## config.mk

```make
export PLATFORM = sky130hd
export DESIGN_NAME = fetch_stage_flat
export DESIGN_NICKNAME = d
export VERILOG_FILES = /design/src/rtl/cpu_pkg.sv /design/src/rtl/fetch_stage_if.sv /design/src/rtl/fetch_perf_cnt.sv /design/src/rtl/fetch_stage.sv /design/src/flat_wrapper.sv
export SDC_FILE = /design/constraint.sdc
export NUM_CORES = 1
export LEC_CHECK = 0
export CORE_MARGIN = 1.5
export CORE_UTILIZATION = 50
export DETAILED_ROUTE_END_ITERATION = 10
export DONT_BUFFER_PORTS = 1
export GPL_TIMING_DRIVEN = 0
export PLACE_DENSITY = 0.69
export SYNTH_ARGS = -nofsm -noshare
export SYNTH_HDL_FRONTEND = slang
export SYNTH_SLANG_ARGS = --single-unit
```

## constraint.sdc

```tcl
create_clock -name clk_i -period 2.5 [get_ports clk_i]
set_input_delay 0.5 -clock clk_i [delete_from_list [all_inputs] [get_ports clk_i]]
set_output_delay 0.5 -clock clk_i [all_outputs]
set_load 0.01 [all_outputs]
```

## src/rtl/cpu_pkg.sv

```systemverilog
// cpu_pkg: shared types and constants for the CPU front end.
package cpu_pkg;
   typedef enum logic [1:0] {BOOT, RUN, HALT} fetch_state_t;
   localparam logic [31:0] PC_RESET_DEFAULT  = 32'h0000_0000;
   localparam logic [31:0] HALT_WORD_DEFAULT = 32'hFFFF_FFFF;
   localparam logic [31:0] NOP_INSTR         = 32'h0000_0000;
   localparam logic [31:0] PC_STEP           = 32'd4;
endpackage

```

## src/rtl/fetch_stage_if.sv

```systemverilog
// fetch_stage_if: fetch stage <-> hazard/branch/imem/decode signal bundle.
// Counter signals exist only when FETCH_PERF_CNT_EN is defined.
interface fetch_stage_if;
   logic        stall_i;
   logic        redirect_i;
   logic [31:0] redirect_pc_i;
   logic [31:0] imem_addr_o;
   logic [31:0] imem_instr_i;
   logic [31:0] pc_o;
   logic [31:0] ifid_instr_o;
   logic [31:0] ifid_pc4_o;
   logic        ifid_valid_o;
   logic        halted_o;
`ifdef FETCH_PERF_CNT_EN
   logic [31:0] fetch_cnt_o;
   logic [31:0] stall_cnt_o;
   logic [31:0] redir_cnt_o;
   modport master (
      input  stall_i, redirect_i, redirect_pc_i, imem_instr_i,
      output imem_addr_o, pc_o, ifid_instr_o, ifid_pc4_o, ifid_valid_o, halted_o,
             fetch_cnt_o, stall_cnt_o, redir_cnt_o
   );
   modport slave (
      output stall_i, redirect_i, redirect_pc_i, imem_instr_i,
      input  imem_addr_o, pc_o, ifid_instr_o, ifid_pc4_o, ifid_valid_o, halted_o,
             fetch_cnt_o, stall_cnt_o, redir_cnt_o
   );
`else
   modport master (
      input  stall_i, redirect_i, redirect_pc_i, imem_instr_i,
      output imem_addr_o, pc_o, ifid_instr_o, ifid_pc4_o, ifid_valid_o, halted_o
   );
   modport slave (
      output stall_i, redirect_i, redirect_pc_i, imem_instr_i,
      input  imem_addr_o, pc_o, ifid_instr_o, ifid_pc4_o, ifid_valid_o, halted_o
   );
`endif
endinterface

```

## src/rtl/fetch_perf_cnt.sv

```systemverilog
// fetch_perf_cnt: three saturating event counters (fetch, stall, redirect).
module fetch_perf_cnt (
   input  logic        clk_i,
   input  logic        rst_n,
   input  logic        fetch_inc_i,
   input  logic        stall_inc_i,
   input  logic        redir_inc_i,
   output logic [31:0] fetch_cnt_o,
   output logic [31:0] stall_cnt_o,
   output logic [31:0] redir_cnt_o
);
   logic [2:0][31:0] cnt_q, cnt_d;
   logic [2:0]       inc;
   assign inc = {redir_inc_i, stall_inc_i, fetch_inc_i};
   always_comb begin
      cnt_d = cnt_q;
      for (int i = 0; i < 3; i++)
         cnt_d[i] = (inc[i] && !(&cnt_q[i])) ? cnt_q[i] + 32'd1 : cnt_q[i];
   end
   always_ff @(posedge clk_i or negedge rst_n)
      if (!rst_n) cnt_q <= '0;
      else        cnt_q <= cnt_d;
   assign fetch_cnt_o = cnt_q[0];
   assign stall_cnt_o = cnt_q[1];
   assign redir_cnt_o = cnt_q[2];
endmodule

```

## src/rtl/fetch_stage.sv

```systemverilog
// fetch_stage: PC, imem address and IF/ID register with stall, redirect and halt.
// Define FETCH_PERF_CNT_EN to add fetch/stall/redirect performance counters.
module fetch_stage
   import cpu_pkg::*;
#(
   parameter logic [31:0] PC_RESET  = PC_RESET_DEFAULT,
   parameter logic [31:0] HALT_WORD = HALT_WORD_DEFAULT
) (
   input logic           clk_i,
   input logic           rst_n,
   fetch_stage_if.master bus
);
   fetch_state_t state_q, state_d;
   logic [31:0]  pc_q, pc_d, instr_q, instr_d, pc4_q, pc4_d;
   logic         valid_q, valid_d;
   logic [31:0]  pc_plus4, target;
   assign pc_plus4 = pc_q + PC_STEP;
   assign target   = {bus.redirect_pc_i[31:2], 2'b00};
   always_comb begin
      state_d = state_q;
      pc_d    = pc_q;
      instr_d = instr_q;
      pc4_d   = pc4_q;
      valid_d = valid_q;
      unique case (state_q)
         BOOT: state_d = RUN;
         RUN:
            if (bus.redirect_i) begin
               pc_d    = target;
               instr_d = NOP_INSTR;
               valid_d = 1'b0;
            end else if (!bus.stall_i) begin
               if (bus.imem_instr_i == HALT_WORD) begin
                  instr_d = NOP_INSTR;
                  valid_d = 1'b0;
                  state_d = HALT;
               end else begin
                  pc_d    = pc_plus4;
                  instr_d = bus.imem_instr_i;
                  pc4_d   = pc_plus4;
                  valid_d = 1'b1;
               end
            end
         HALT:
            if (bus.redirect_i) begin
               pc_d    = target;
               state_d = RUN;
            end
         default: state_d = BOOT;
      endcase
   end
   always_ff @(posedge clk_i or negedge rst_n)
      if (!rst_n) begin
         state_q <= BOOT;
         pc_q    <= PC_RESET;
         instr_q <= NOP_INSTR;
         pc4_q   <= '0;
         valid_q <= 1'b0;
      end else begin
         state_q <= state_d;
         pc_q    <= pc_d;
         instr_q <= instr_d;
         pc4_q   <= pc4_d;
         valid_q <= valid_d;
      end
   assign bus.pc_o         = pc_q;
   assign bus.imem_addr_o  = pc_q;
   assign bus.ifid_instr_o = instr_q;
   assign bus.ifid_pc4_o   = pc4_q;
   assign bus.ifid_valid_o = valid_q;
   assign bus.halted_o     = state_q == HALT;
`ifdef FETCH_PERF_CNT_EN
   logic run, fetch_inc, stall_inc, redir_inc;
   assign run       = state_q == RUN;
   assign fetch_inc = run && !bus.redirect_i && !bus.stall_i && bus.imem_instr_i != HALT_WORD;
   assign stall_inc = run && bus.stall_i && !bus.redirect_i;
   // BOOT ignores redirect, so only RUN/HALT redirects are counted
   assign redir_inc = state_q != BOOT && bus.redirect_i;
   fetch_perf_cnt u_perf (
      .clk_i       (clk_i),
      .rst_n       (rst_n),
      .fetch_inc_i (fetch_inc),
      .stall_inc_i (stall_inc),
      .redir_inc_i (redir_inc),
      .fetch_cnt_o (bus.fetch_cnt_o),
      .stall_cnt_o (bus.stall_cnt_o),
      .redir_cnt_o (bus.redir_cnt_o)
   );
`endif
endmodule

```

## src/flat_wrapper.sv

```systemverilog
// flat-port wrapper written by rule: the top's interface ports become plain ports
module fetch_stage_flat import cpu_pkg::*;
#(
   parameter logic [31:0] PC_RESET  = PC_RESET_DEFAULT,
   parameter logic [31:0] HALT_WORD = HALT_WORD_DEFAULT
)
  (clk_i, rst_n, bus_stall_i, bus_redirect_i, bus_redirect_pc_i, bus_imem_instr_i, bus_imem_addr_o, bus_pc_o, bus_ifid_instr_o, bus_ifid_pc4_o, bus_ifid_valid_o, bus_halted_o);
  fetch_stage_if bus_i ();
  input logic clk_i;
  input logic rst_n;
  input wire logic [$bits(bus_i.stall_i)-1:0] bus_stall_i;
  input wire logic [$bits(bus_i.redirect_i)-1:0] bus_redirect_i;
  input wire logic [$bits(bus_i.redirect_pc_i)-1:0] bus_redirect_pc_i;
  input wire logic [$bits(bus_i.imem_instr_i)-1:0] bus_imem_instr_i;
  output wire logic [$bits(bus_i.imem_addr_o)-1:0] bus_imem_addr_o;
  output wire logic [$bits(bus_i.pc_o)-1:0] bus_pc_o;
  output wire logic [$bits(bus_i.ifid_instr_o)-1:0] bus_ifid_instr_o;
  output wire logic [$bits(bus_i.ifid_pc4_o)-1:0] bus_ifid_pc4_o;
  output wire logic [$bits(bus_i.ifid_valid_o)-1:0] bus_ifid_valid_o;
  output wire logic [$bits(bus_i.halted_o)-1:0] bus_halted_o;
  assign bus_i.stall_i = bus_stall_i;
  assign bus_i.redirect_i = bus_redirect_i;
  assign bus_i.redirect_pc_i = bus_redirect_pc_i;
  assign bus_i.imem_instr_i = bus_imem_instr_i;
  assign bus_imem_addr_o = bus_i.imem_addr_o;
  assign bus_pc_o = bus_i.pc_o;
  assign bus_ifid_instr_o = bus_i.ifid_instr_o;
  assign bus_ifid_pc4_o = bus_i.ifid_pc4_o;
  assign bus_ifid_valid_o = bus_i.ifid_valid_o;
  assign bus_halted_o = bus_i.halted_o;
  fetch_stage #(.PC_RESET(PC_RESET), .HALT_WORD(HALT_WORD)) u_core (.clk_i(clk_i), .rst_n(rst_n), .bus(bus_i));
endmodule
```

### Yosys cells after proc, flatten, opt, wreduce, memory -nomap -nowiden

Index checks and enable logic that the tools add are counted.

* input bits: 68
* logic and storage cells: 41
* output and inout port bits: 130
* bits in registers: 99

* bitwise gates (word level): 3
* $add $sub $neg: 1
* eq/ne operators: 10
* reductions and logical operators: 6
* multiplexer cells: 16

Operators by type and width (number)
* $mux 32: 7
* $pmux 32 s2: 1
* $add 32x3->32 const B: 1
* $eq 32x32->1 const B: 1
* $reduce_and 4->1: 3
* $mux 2: 4
* $ne 2x2->1 const B: 3
* $ne 3x3->1 const B: 2
* $pmux 2 s3: 1
* $ne 2x1->1 const B: 2
* $mux 1: 3
* $not 1->1: 3
* $eq 2x1->1 const B: 1
* $eq 2x2->1 const B: 1
* $logic_not 2->1: 1
* $reduce_and 2->1: 1
* $reduce_bool 2->1: 1

### Depth between registers and ports, before layout

Gate-level depths: netlist of run 1.

* depth after elaboration: 5
* mapped depth: 9

### Least setup slack after synthesis of run 1

No wires, ideal clock.

* path type: reg2reg
* start point: register u_core.pc_q[2], in the netlist u_core.bus.imem_addr_o[2]
* end point: register u_core.pc4_q[28], in the netlist u_core.bus.ifid_pc4_o[28]
* required time: 2.372 ns
* clock period less this slack: 2.134 ns
* slack: 0.366 ns
* buffers on the path: 1
* cell stages (with the launch flop): 8
* arrival: 2.006 ns
* cells stage by stage: dfrtp_1 > ha_1 > nand3_2 > nor4_2 > buf_2 > nand4_1 > xnor2_1 > mux2_1

* cells in the longest elaborated chain, start to end: 1

RTL lines
* from (decl): line fetch_stage.sv:14 `logic [31:0] pc_q, pc_d, instr_q, instr_d, pc4_q, pc4_d;`
* from (signal assigned): line fetch_stage.sv:61 `pc_q <= pc_d;`
* $add 32x3->32: line fetch_stage.sv:17 `assign pc_plus4 = pc_q + PC_STEP;`
* to (signal assigned): line fetch_stage.sv:63 `pc4_q <= pc4_d;`
* to (decl): line fetch_stage.sv:14

No other way between the ends.
A chain may end at the register's enable or synchronous reset.

### Final worst setup path of run 1

* start point: register u_core.pc_q[3], in the netlist u_core.bus.imem_addr_o[3]
* end point: register u_core.pc4_q[28], in the netlist u_core.bus.ifid_pc4_o[28]

Same word-level chain as after synthesis.

==> results.json, run 1 <==
{
  "outcome": "finished, violations left",
  "failed_checks": "hold timing",
  "yosys_warnings": 0,
  "worstPathArrival_ps": 2650,
  "vdd_drop_max_v": 0.000308,
  "timing.rr.end": "u_core.bus.ifid_pc4_o[28]",
  "p_leak_nw": 2.32,
  "fill_cells": 881,
  "fin_util_pct": 55.9,
  "max_slew.worst_pin.slew_ps": 656,
  "antenna_cells": 0,
  "fin_crit_sh_pct": 95.6,
  "die-width_um": 104,
  "wl_per_cell_um": 21.2,
  "grt_start_max_net_pins": 96,
  "setup_violations": 0,
  "fin_worst_skew_ps": 18.9,
  "ys_async_sr_fraction_pct": 100,
  "synth_edf_count": 0,
  "gr-total-overflow": 0,
  "tritoncts": "built",
  "ys_ff_latch": 95,
  "wirelength_um": 14400,
  "reg2reg_depth": 7,
  "drcViolationCount": 0,
  "crit_type": "reg -> reg",
  "antenna_found_initial": 1,
  "whs_ps": -201,
  "drtAntennaViolNets": 0,
  "drt_iter0_drc": 315,
  "vias": 4181,
  "worstPathMaxFanout": 10,
  "grt_pass1_vias": 4108,
  "drive_gt1_share_pct": 17.0,
  "endpoint_kind": "register",
  "rows": 36,
  "routabilityCongestion": 0.905,
  "grt_usage_pct": 27.1,
  "dp_hpwl_um": 10400,
  "power_density_nw_per_um2": 695,
  "dieArea_um2": 10700,
  "fmax_mhz": 419,
  "clkSlewWorstSetupHoldPaths_ps": 110,
  "port_buffers": 0,
  "required_ps": 2770,
  "final_nets": 615,
  "cts_htree_levels": 3,
  "start_util_pct": 51.8,
  "area_growth_syn_to_layout_pct": 7.91,
  "syn-instance-count": 526,
  "vias_per_cell": 6.14,
  "syn-mean-instance-area_um2": 9.62,
  "cts_buffer_depth": 2,
  "maxCapViolCount": 0,
  "cts_buffers": 9,
  "slew_violations": 0,
  "cts.root.buffer_cell": "clkbuf_8",
  "firstDrtPassIters": 5,
  "io_pins": 198,
  "cts_sinks": 95,
  "slew_headroom_pct": 56.2,
  "core_um2": 9770,
  "hold_viol": 95,
  "yosysUniqueCellTypes": 57,
  "synth_ff_type": "dfrtp_1",
  "yosysSeqAreaShare_pct": 47.0,
  "period_minus_slack_ps": 2390,
  "grt_pass1_wl_um": 23000,
  "setup_tns_ps": 0,
  "r2r_slack_ps": 110,
  "syn_area_um2": 5060,
  "hp-class": "in -> async",
  "die_h_um": 104,
  "start_kind": "register",
  "insertion_delay_ps": 380,
  "r2r-start": "u_core.bus.imem_addr_o[3]"
}
## cell usage after synthesis, types with 3 or more instances
cell | number | share of area, %
a21o_1 | 5 | 0.74
a21oi_1 | 60 | 5.9
a22o_1 | 32 | 5.5
a22oi_1 | 3 | 0.44
a2bb2oi_1 | 8 | 1.4
a31oi_1 | 3 | 0.37
and3_1 | 3 | 0.37
buf_2 | 10 | 0.99
buf_4 | 39 | 5.8
buf_6 | 3 | 0.67
clkbuf_1 | 21 | 1.6
dfrtp_1 | 95 | 47
ha_1 | 4 | 0.99
inv_1 | 10 | 0.74
nand2_1 | 28 | 2.1
nand3_1 | 25 | 2.5
nand4_1 | 16 | 2.0
nor2_1 | 48 | 3.6
nor3_1 | 3 | 0.30
o21ai_0 | 22 | 2.2
o21ai_1 | 4 | 0.40
o21bai_1 | 3 | 0.44
o22ai_1 | 10 | 1.2
xnor2_1 | 9 | 1.6
xor2_1 | 19 | 3.3
## per-stage QoR
step           cells  hold WS [ps]  total power [W]  setup slack (ps)  area (µm²)
6_report         681          -201          0.00380               111        5460
5_1_grt          681          -216          0.00398             -22.4        5460
4_1_cts          680          -209          0.00381              12.5        5440
3_5_place_dp     664           209          0.00282              -136        5250
3_3_place_gp     664           208          0.00280              -143        5250
2_1_floorplan    531           204          0.00263               366        5080
## flip-flops by register name, indices dropped and copies added (netlist names)
name	flops
u_core.state_q	2
u_core.bus.ifid_instr_o	32
u_core.bus.ifid_valid_o	1
u_core.bus.ifid_pc4_o	30
u_core.bus.imem_addr_o	30
## cells in the final DEF (no fill, tap or decap), types with 3 or more instances in the layout
master | netlist | final
nor2_1 | 48 | 48
conb_1 | 1 | 6
nand2_1 | 28 | 28
dfrtp_1 | 95 | 93
nand3_1 | 25 | 25
xor2_1 | 19 | 19
buf_4 | 39 | 39
buf_6 | 3 | 3
buf_2 | 10 | 11
a22o_1 | 32 | 32
a2bb2oi_1 | 8 | 8
clkbuf_8 | 0 | 9
ha_1 | 4 | 4
a21o_1 | 5 | 5
inv_1 | 10 | 10
o22ai_1 | 10 | 10
clkbuf_2 | 0 | 6
a22oi_1 | 3 | 3
nand4_1 | 16 | 16
xnor2_1 | 9 | 9
o21bai_1 | 3 | 3
o21ai_0 | 22 | 22
a31oi_1 | 3 | 3
a21oi_1 | 60 | 60
and3_1 | 3 | 3
clkbuf_1 | 21 | 15
nor3_1 | 3 | 3
o21ai_1 | 4 | 4
## worst max-delay path, stage by stage (launching register included)
cell      delay (ps)
dfrtp_2          500
ha_1             290
nand3_2          220
nor4_4           400
clkbuf_4         280
nand4_1          120
xnor2_1          160
mux2_1           300
## power by group
part           internal (W)  switching (W)  leakage [nW]  total [W]
registers           0.00173       0.000328          1.12    0.00206
clock network      0.000384       0.000613        0.0903   0.000997
logic              0.000334       0.000405          1.11   0.000739
## how the worst max path moves through the flow
stage                              start                          to  depth (start not counted)
6_report       u_core.bus.imem_addr_o[3]   u_core.bus.ifid_pc4_o[28]                          7
4_1_cts                u_core.state_q[0]  u_core.bus.imem_addr_o[22]                          9
5_1_grt        u_core.bus.imem_addr_o[3]   u_core.bus.ifid_pc4_o[28]                          7
2_1_floorplan  u_core.bus.imem_addr_o[2]   u_core.bus.ifid_pc4_o[28]                          7
3_5_place_dp           u_core.state_q[0]  u_core.bus.imem_addr_o[22]                          9
3_3_place_gp   u_core.bus.imem_addr_o[2]   u_core.bus.ifid_pc4_o[28]                          7
## per-layer routing
| metal | up-vias | global-route usage [%] | wire length [µm] |
|---|---|---|---|
| met1 | 1999 | 35.2 | 5730 |
| li1 | 1873 | - | - |
| met2 | 275 | 41.6 | 6710 |
| met4 | 0 | 9.82 | 354 |
| met5 | - | 0 | 0 |
| met3 | 34 | 9.69 | 1650 |
## final cells by class
type / instances / area, µm² / share of cell area, %
clock buffer: 9 / 124 / 2.27
buffer: 74 / 470 / 8.61
multi-input combinational: 352 / 2210 / 40.5
sequential: 95 / 2380 / 43.6
clock inverter: 7 / 63.8 / 1.17
inverter: 10 / 37.5 / 0.687
tap: 133 / 166 / 3.05
timing repair buffer: 1 / 5.00 / 0.0916
## cells by family (layout without fill, tap and decap cells)
family / after synthesis / count (layout) / share of synthesized area [%]
other: 1 / 6 / 0.0741
muxes: 4 / 4 / 0.841
adders and majority gates: 4 / 4 / 0.989
AOI/OAI and AO/OA: 163 / 163 / 20.9
xor gates and xnor gates: 28 / 28 / 4.85
DFF: 95 / 95 / 47.0
and+or+nand+nor: 147 / 147 / 15.6
buffers and inverters: 84 / 101 / 9.81
## repair_timing
action / 4_1_cts / 5_1_grt
hold endpoints to repair: 95 / 95
resized for setup: 6 / 8
gates cloned: 0 / 0
endpoints found under the setup margin: 32 / 33
setup buffers: 0 / 1
Power figures use the tool's default switching activity.
==> run 2: changes to the inputs <==
--- a/config.mk
+++ b/config.mk
@@ -5,6 +5,7 @@
 export SDC_FILE = /design/constraint.sdc
 export NUM_CORES = 1
 export LEC_CHECK = 0
+export ABC_AREA = 1
 export CORE_MARGIN = 1.5
 export CORE_UTILIZATION = 50
 export DETAILED_ROUTE_END_ITERATION = 10
==> results.json, run 2 <==
{
  "outcome": "finished, violations left",
  "failed_checks": "hold timing",
  "drtAntennaViolNets": 0,
  "start_util_pct": 52.0,
  "critPathCapture": "u_core.bus.imem_addr_o[11]",
  "grt_usage_pct": 25.0,
  "dp_hpwl_um": 10700,
  "largest_reg_flops": 32,
  "vias_per_cell": 5.18,
  "grt_start_max_net_pins": 96,
  "final_common_cell": "nand2_1",
  "setup_violations": 0,
  "synth_edf_count": 0,
  "timing.rr.end": "u_core.bus.imem_addr_o[11]",
  "drt_iter0_drc": 278,
  "dieArea_um2": 11500,
  "final_nets": 834,
  "grt_pass1_wl_um": 22200,
  "final_cells": 902,
  "drcViolationCount": 0,
  "routabilityCongestion": 0.907,
  "synth_top_area_share_pct": 43.9,
  "yosys_warnings": 0,
  "syn_area_um2": 5420,
  "yosysSeqAreaShare_pct": 43.9,
  "reg2reg_depth": 9,
  "fmax_mhz": 465,
  "hp-class": "in -> async",
  "dp_cells": 887,
  "maxCapViolCount": 0,
  "hold_viol": 95,
  "required_ps": 2770,
  "postCtsSetupRepairBufs": 0,
  "die_h_um": 107,
  "vias": 4671,
  "syn-mean-instance-area_um2": 7.26,
  "area_growth_syn_to_layout_pct": 7.32,
  "worstPathMaxFanout": 10,
  "drive_gt1_share_pct": 13.3,
  "fin_crit_sh_pct": 86.1,
  "whs_ps": -183,
  "wirelength_um": 14200,
  "p_leak_nw": 2.94,
  "start_kind": "register",
  "ys_ff_latch": 95,
  "cts-resized-gates": 0,
  "cts.root.buffer_cell": "clkbuf_8",
  "slew_headroom_pct": 63.0,
  "die-width_um": 107,
  "r2r_slack_ps": 350,
  "io_pins": 198,
  "ys_async_sr_fraction_pct": 100,
  "yosys.area.top_type": "dfrtp_1",
  "power_density_nw_per_um2": 1240,
  "tritoncts": "built",
  "ys_top_cells_by_area": "dfrtp_1, nand2_1, buf_4, inv_1, o21ai_0",
  "cts_buffer_depth": 2,
  "synth_ff_type": "dfrtp_1",
  "wl_per_cell_um": 15.8,
  "crit_type": "reg -> reg",
  "clkSlewWorstSetupHoldPaths_ps": 90,
  "max_slew.worst_pin.slew_ps": 555,
  "vdd_drop_max_v": 0.000521,
  "synth_most_common_cell": "nand2_1",
  "gr-total-overflow": 0,
  "mostFrequentLayoutCells": "nand2_1, dfrtp_1, inv_1",
  "firstDrtPassIters": 5,
  "total_power_w": 0.00724,
  "period_minus_slack_ps": 2150,
  "cts_sinks": 95,
  "synth_common_cells": "nand2_1, dfrtp_1, inv_1, nor2_1, o21ai_0",
  "worstPathArrival_ps": 2420,
  "insertion_delay_ps": 370,
  "antenna_cells": 0,
  "fin_worst_skew_ps": 4.82,
  "cts_buffers": 9,
  "yosysUniqueCellTypes": 30,
  "rsz0062_at_grt": "false",
  "cts_htree_levels": 3,
  "port_buffers": 0,
  "grt_pass1_vias": 4461,
  "rows": 37,
  "endpoint_kind": "register",
  "cp-startpoint": "u_core.state_q[0]",
  "syn-instance-count": 746,
  "slew_violations": 0,
  "core_um2": 10400,
  "setup_tns_ps": 0,
  "antenna_found_initial": 0,
  "r2r-start": "u_core.state_q[0]"
}
## run 2: critical path: stages, from the launching register on
cell and delay, ps:
dfrtp_1 400, inv_1 100, ha_1 310, nor2_2 490, inv_2 250, buf_2 260, nand2_1 70, o21ai_1 50
nand2_1 70, nand2_1 50
## run 2: where the power goes
group,switching (W),total [W],internal (W)
Sequential,0.00114,0.00338,0.00224
Clock,0.000552,0.00109,0.000542
Combinational,0.00168,0.00277,0.00109
Total,0.00337,0.00724,0.00387
## run 2: kinds of logic (layout without fill, tap and decap cells)
| logic type | count (synthesis) | count (layout) | share of synthesized area, % |
|---|---|---|---|
| multiplexers | 8 | 8 | 1.48 |
| other | 1 | 6 | 0.0692 |
| adder cells (fa/ha/maj) | 4 | 4 | 0.924 |
| XOR/XNOR | 9 | 9 | 1.45 |
| buffers and inverters | 122 | 137 | 12.5 |
| AO/OA/AOI/OAI | 62 | 62 | 6.21 |
| AND/OR/NAND/NOR | 445 | 445 | 33.5 |
| flip-flops | 95 | 95 | 43.9 |
## run 2: metrics by stage
stage                     area, µm²  hold WS, ps  setup WS, ps  util, %
after floorplan                5440          204           879        -
after CTS                      5820         -194           414     55.8
after global routing           5820         -202           227     55.8
after detailed placement       5610          206           433     53.8
after global placement         5610          206           507     53.8
final                          5820         -183           348     55.8
## run 2: routing by layer
layer / up-vias / share of wire, % / GRT usage [%]
li1: 2272 / - / -
met1: 2194 / 44 / 31.6
met2: 182 / 46 / 41.4
met3: 23 / 6.9 / 4.80
met4: 0 / 2.5 / 11.5
met5: - / 0 / 0
## run 2: area by class of cell
| cell class | count | area, µm² |
|---|---|---|
| fill | 1001 | 4600 |
| multi-input combinational | 534 | 2380 |
| sequential | 95 | 2380 |
| buffer | 57 | 429 |
| inverter | 65 | 246 |
| tap | 136 | 170 |
| clock buffer | 13 | 169 |
| clock inverter | 2 | 38.8 |
## run 2: worst min path at each step
stage	slack, ps	endpoint	cells past startpoint	startpoint
floorplan	200	u_core.bus.ifid_instr_o[0]	0	rst_n
global placement	210	u_core.bus.ifid_instr_o[16]	0	rst_n
detailed placement	210	u_core.bus.ifid_instr_o[16]	0	rst_n
CTS	-190	u_core.bus.ifid_instr_o[23]	0	rst_n
global route	-200	u_core.bus.ifid_instr_o[8]	0	rst_n
finish	-180	u_core.bus.ifid_instr_o[16]	0	rst_n
==> run 3: changes to the inputs <==
--- a/config.mk
+++ b/config.mk
@@ -7,11 +7,11 @@
 export LEC_CHECK = 0
 export ABC_AREA = 1
 export CORE_MARGIN = 1.5
-export CORE_UTILIZATION = 50
+export CORE_UTILIZATION = 60
 export DETAILED_ROUTE_END_ITERATION = 10
 export DONT_BUFFER_PORTS = 1
 export GPL_TIMING_DRIVEN = 0
-export PLACE_DENSITY = 0.69
+export PLACE_DENSITY = 0.8
 export SYNTH_ARGS = -nofsm -noshare
 export SYNTH_HDL_FRONTEND = slang
 export SYNTH_SLANG_ARGS = --single-unit
==> constraint.sdc (replaced) <==
create_clock -name clk_i -period 2.5 [get_ports clk_i]
set_input_delay 0.5 -clock clk_i [delete_from_list [all_inputs] [get_ports clk_i]]
set_output_delay 0.5 -clock clk_i [all_outputs]
set_load 0.05 [all_outputs]
==> results.json, run 3 (same netlist as run 2, synthesis figures left out) <==
{
  "outcome": "finished, violations left",
  "failed_checks": "hold timing",
  "hold_viol": 95,
  "fin_worst_skew_ps": 14.5,
  "vias_per_cell": 5.35,
  "fmax_mhz": 437,
  "start_util_pct": 62.1,
  "wl_per_cell_um": 16.5,
  "endpoint_kind": "register",
  "busiest_layer": "met2",
  "hp-class": "in -> async",
  "dieArea_um2": 9610,
  "drive_gt1_share_pct": 13.7,
  "core_um2": 8720,
  "gr-usage-met2_pct": 51.0,
  "crit_top_cell": "nand2_1",
  "crit_chain": "nand2_1 > nor2_1 > nand2_1 > nor2_1 > nand2_1 > nand2_1 > nand2_1 > nand2_1 > nand2_1 > nand2_1 > nand2_1",
  "slew_violations": 0,
  "port_buffers": 0,
  "final_nets": 834,
  "cts.root.buffer_cell": "clkbuf_8",
  "whs_ps": -206,
  "slowest_stage": "dfrtp_1",
  "gr-total-overflow": 0,
  "cts_buffers": 9,
  "antenna_found_initial": 0,
  "use_met1_pct": 41.5,
  "routabilityCongestion": 0.892,
  "setup_violations": 0,
  "seq_area_um2": 2380,
  "area_growth_syn_to_layout_pct": 6.79,
  "grt_usage_pct": 31.0,
  "fin_util_pct": 66.4,
  "cts_htree_levels": 3,
  "crit_family": "simple AND/OR/NAND/NOR gates",
  "fin_crit_sh_pct": 91.6,
  "worstPathMaxFanout": 6,
  "dp_cells": 859,
  "firstDrtPassIters": 4,
  "grt_util_met3_pct": 6.30,
  "fin_area_um2": 5790,
  "grt_pass1_wl_um": 23400,
  "maxCapViolCount": 0,
  "period_minus_slack_ps": 2290,
  "final_cells": 875,
  "grt_start_max_net_pins": 96,
  "drcViolationCount": 0,
  "vias": 4681,
  "start_kind": "register",
  "fill_cells": 803,
  "r2r_slack_ps": 210,
  "path_buf_inv": 0,
  "required_ps": 2770,
  "die-width_um": 98.0,
  "mostFrequentLayoutCells": "nand2_1, dfrtp_1, inv_1",
  "drtAntennaViolNets": 0,
  "drt_iter0_drc": 305,
  "clkSlewWorstSetupHoldPaths_ps": 110,
  "place_area_um2": 5570,
  "cp_num_cells": 11,
  "reg2reg_depth": 11,
  "rows": 34,
  "wirelength_um": 14400,
  "antenna_cells": 0,
  "multi_input_area_um2": 2380,
  "tritoncts": "built",
  "insertion_delay_ps": 380,
  "grt_pass1_vias": 4575,
  "worstPathArrival_ps": 2560,
  "slowest_delay_ps": 770,
  "max_slew.worst_pin.slew_ps": 706,
  "dp_hpwl_um": 10800,
  "final_common_cell": "nand2_1",
  "largest_reg_flops": 32,
  "slew_headroom_pct": 52.9,
  "die_h_um": 98.0,
  "crit_type": "reg -> reg",
  "io_pins": 198,
  "cts_buffer_depth": 2,
  "cts_sinks": 95,
  "setup_tns_ps": 0,
  "rsz0062_at_grt": "false"
}
-- run 3: cell types whose count changed in the layout (fill, tap and decap cells not counted), sizes merged --
cell,change
inv,+3
clkinvlp,+1
clkbuf,-3
-- run 3: worst register-to-register path, cell delays in order, from the launching register on --
cell     delay [ps]
dfrtp_1         770
nand2_1         230
nor2_1          360
nand2_1         140
nor2_1          250
nand2_1          80
nand2_1          60
nand2_1          70
nand2_1          60
nand2_1          40
nand2_1          60
nand2_1          50
-- run 3: repair_timing --
| item | CTS | global route |
|---|---|---|
| resized for setup | 0 | 1 |
| setup endpoints to repair | 0 | 3 |
| hold endpoints to repair | 95 | 95 |
| setup buffers | 0 | 0 |
-- run 3: cell type report --
| class | instances | area share, % |
|---|---|---|
| clock inverters | 6 | 1.30 |
| clock buffers | 10 | 2.38 |
| flip-flops and latches | 95 | 41.1 |
| multi-input cells | 534 | 41.2 |
| inverters | 65 | 4.26 |
| plain buffers | 57 | 7.42 |
| well taps | 108 | 2.34 |
-- run 3: metal layers --
metal  part of all wire, %  vias up  wire length, µm
met3                   6.3       28              912
met4                   2.2        0              319
li1                      -     2276                -
met2                    47      182             6800
met5                     0        -                0
met1                    44     2195             6380
-- run 3: stage by stage --
step	setup WS, ps	hold slack [ps]
floorplan	600	204
global placement	227	206
detailed placement	212	206
CTS	190	-215
global route	44.0	-227
finish	209	-206
-- run 3: path summary, 6_finish.rpt --
kind	startpoint	endpoint
worst max-delay path	u_core.bus.imem_addr_o[9]	u_core.bus.imem_addr_o[25]
worst min-delay path	rst_n	u_core.bus.ifid_instr_o[16]
worst max register to register	u_core.bus.imem_addr_o[9]	u_core.bus.imem_addr_o[25]
worst min register to register	u_core.state_q[0]	u_core.state_q[0]
max in group asynchronous	rst_n	u_core.bus.ifid_pc4_o[29]
min in group clk_i	bus_imem_instr_i[16]	u_core.bus.ifid_instr_o[16]
Power of run 3 is left out: the tool's default activity adds up to more than one toggle a clock period on the data nets, which glitch-free logic cannot reach.
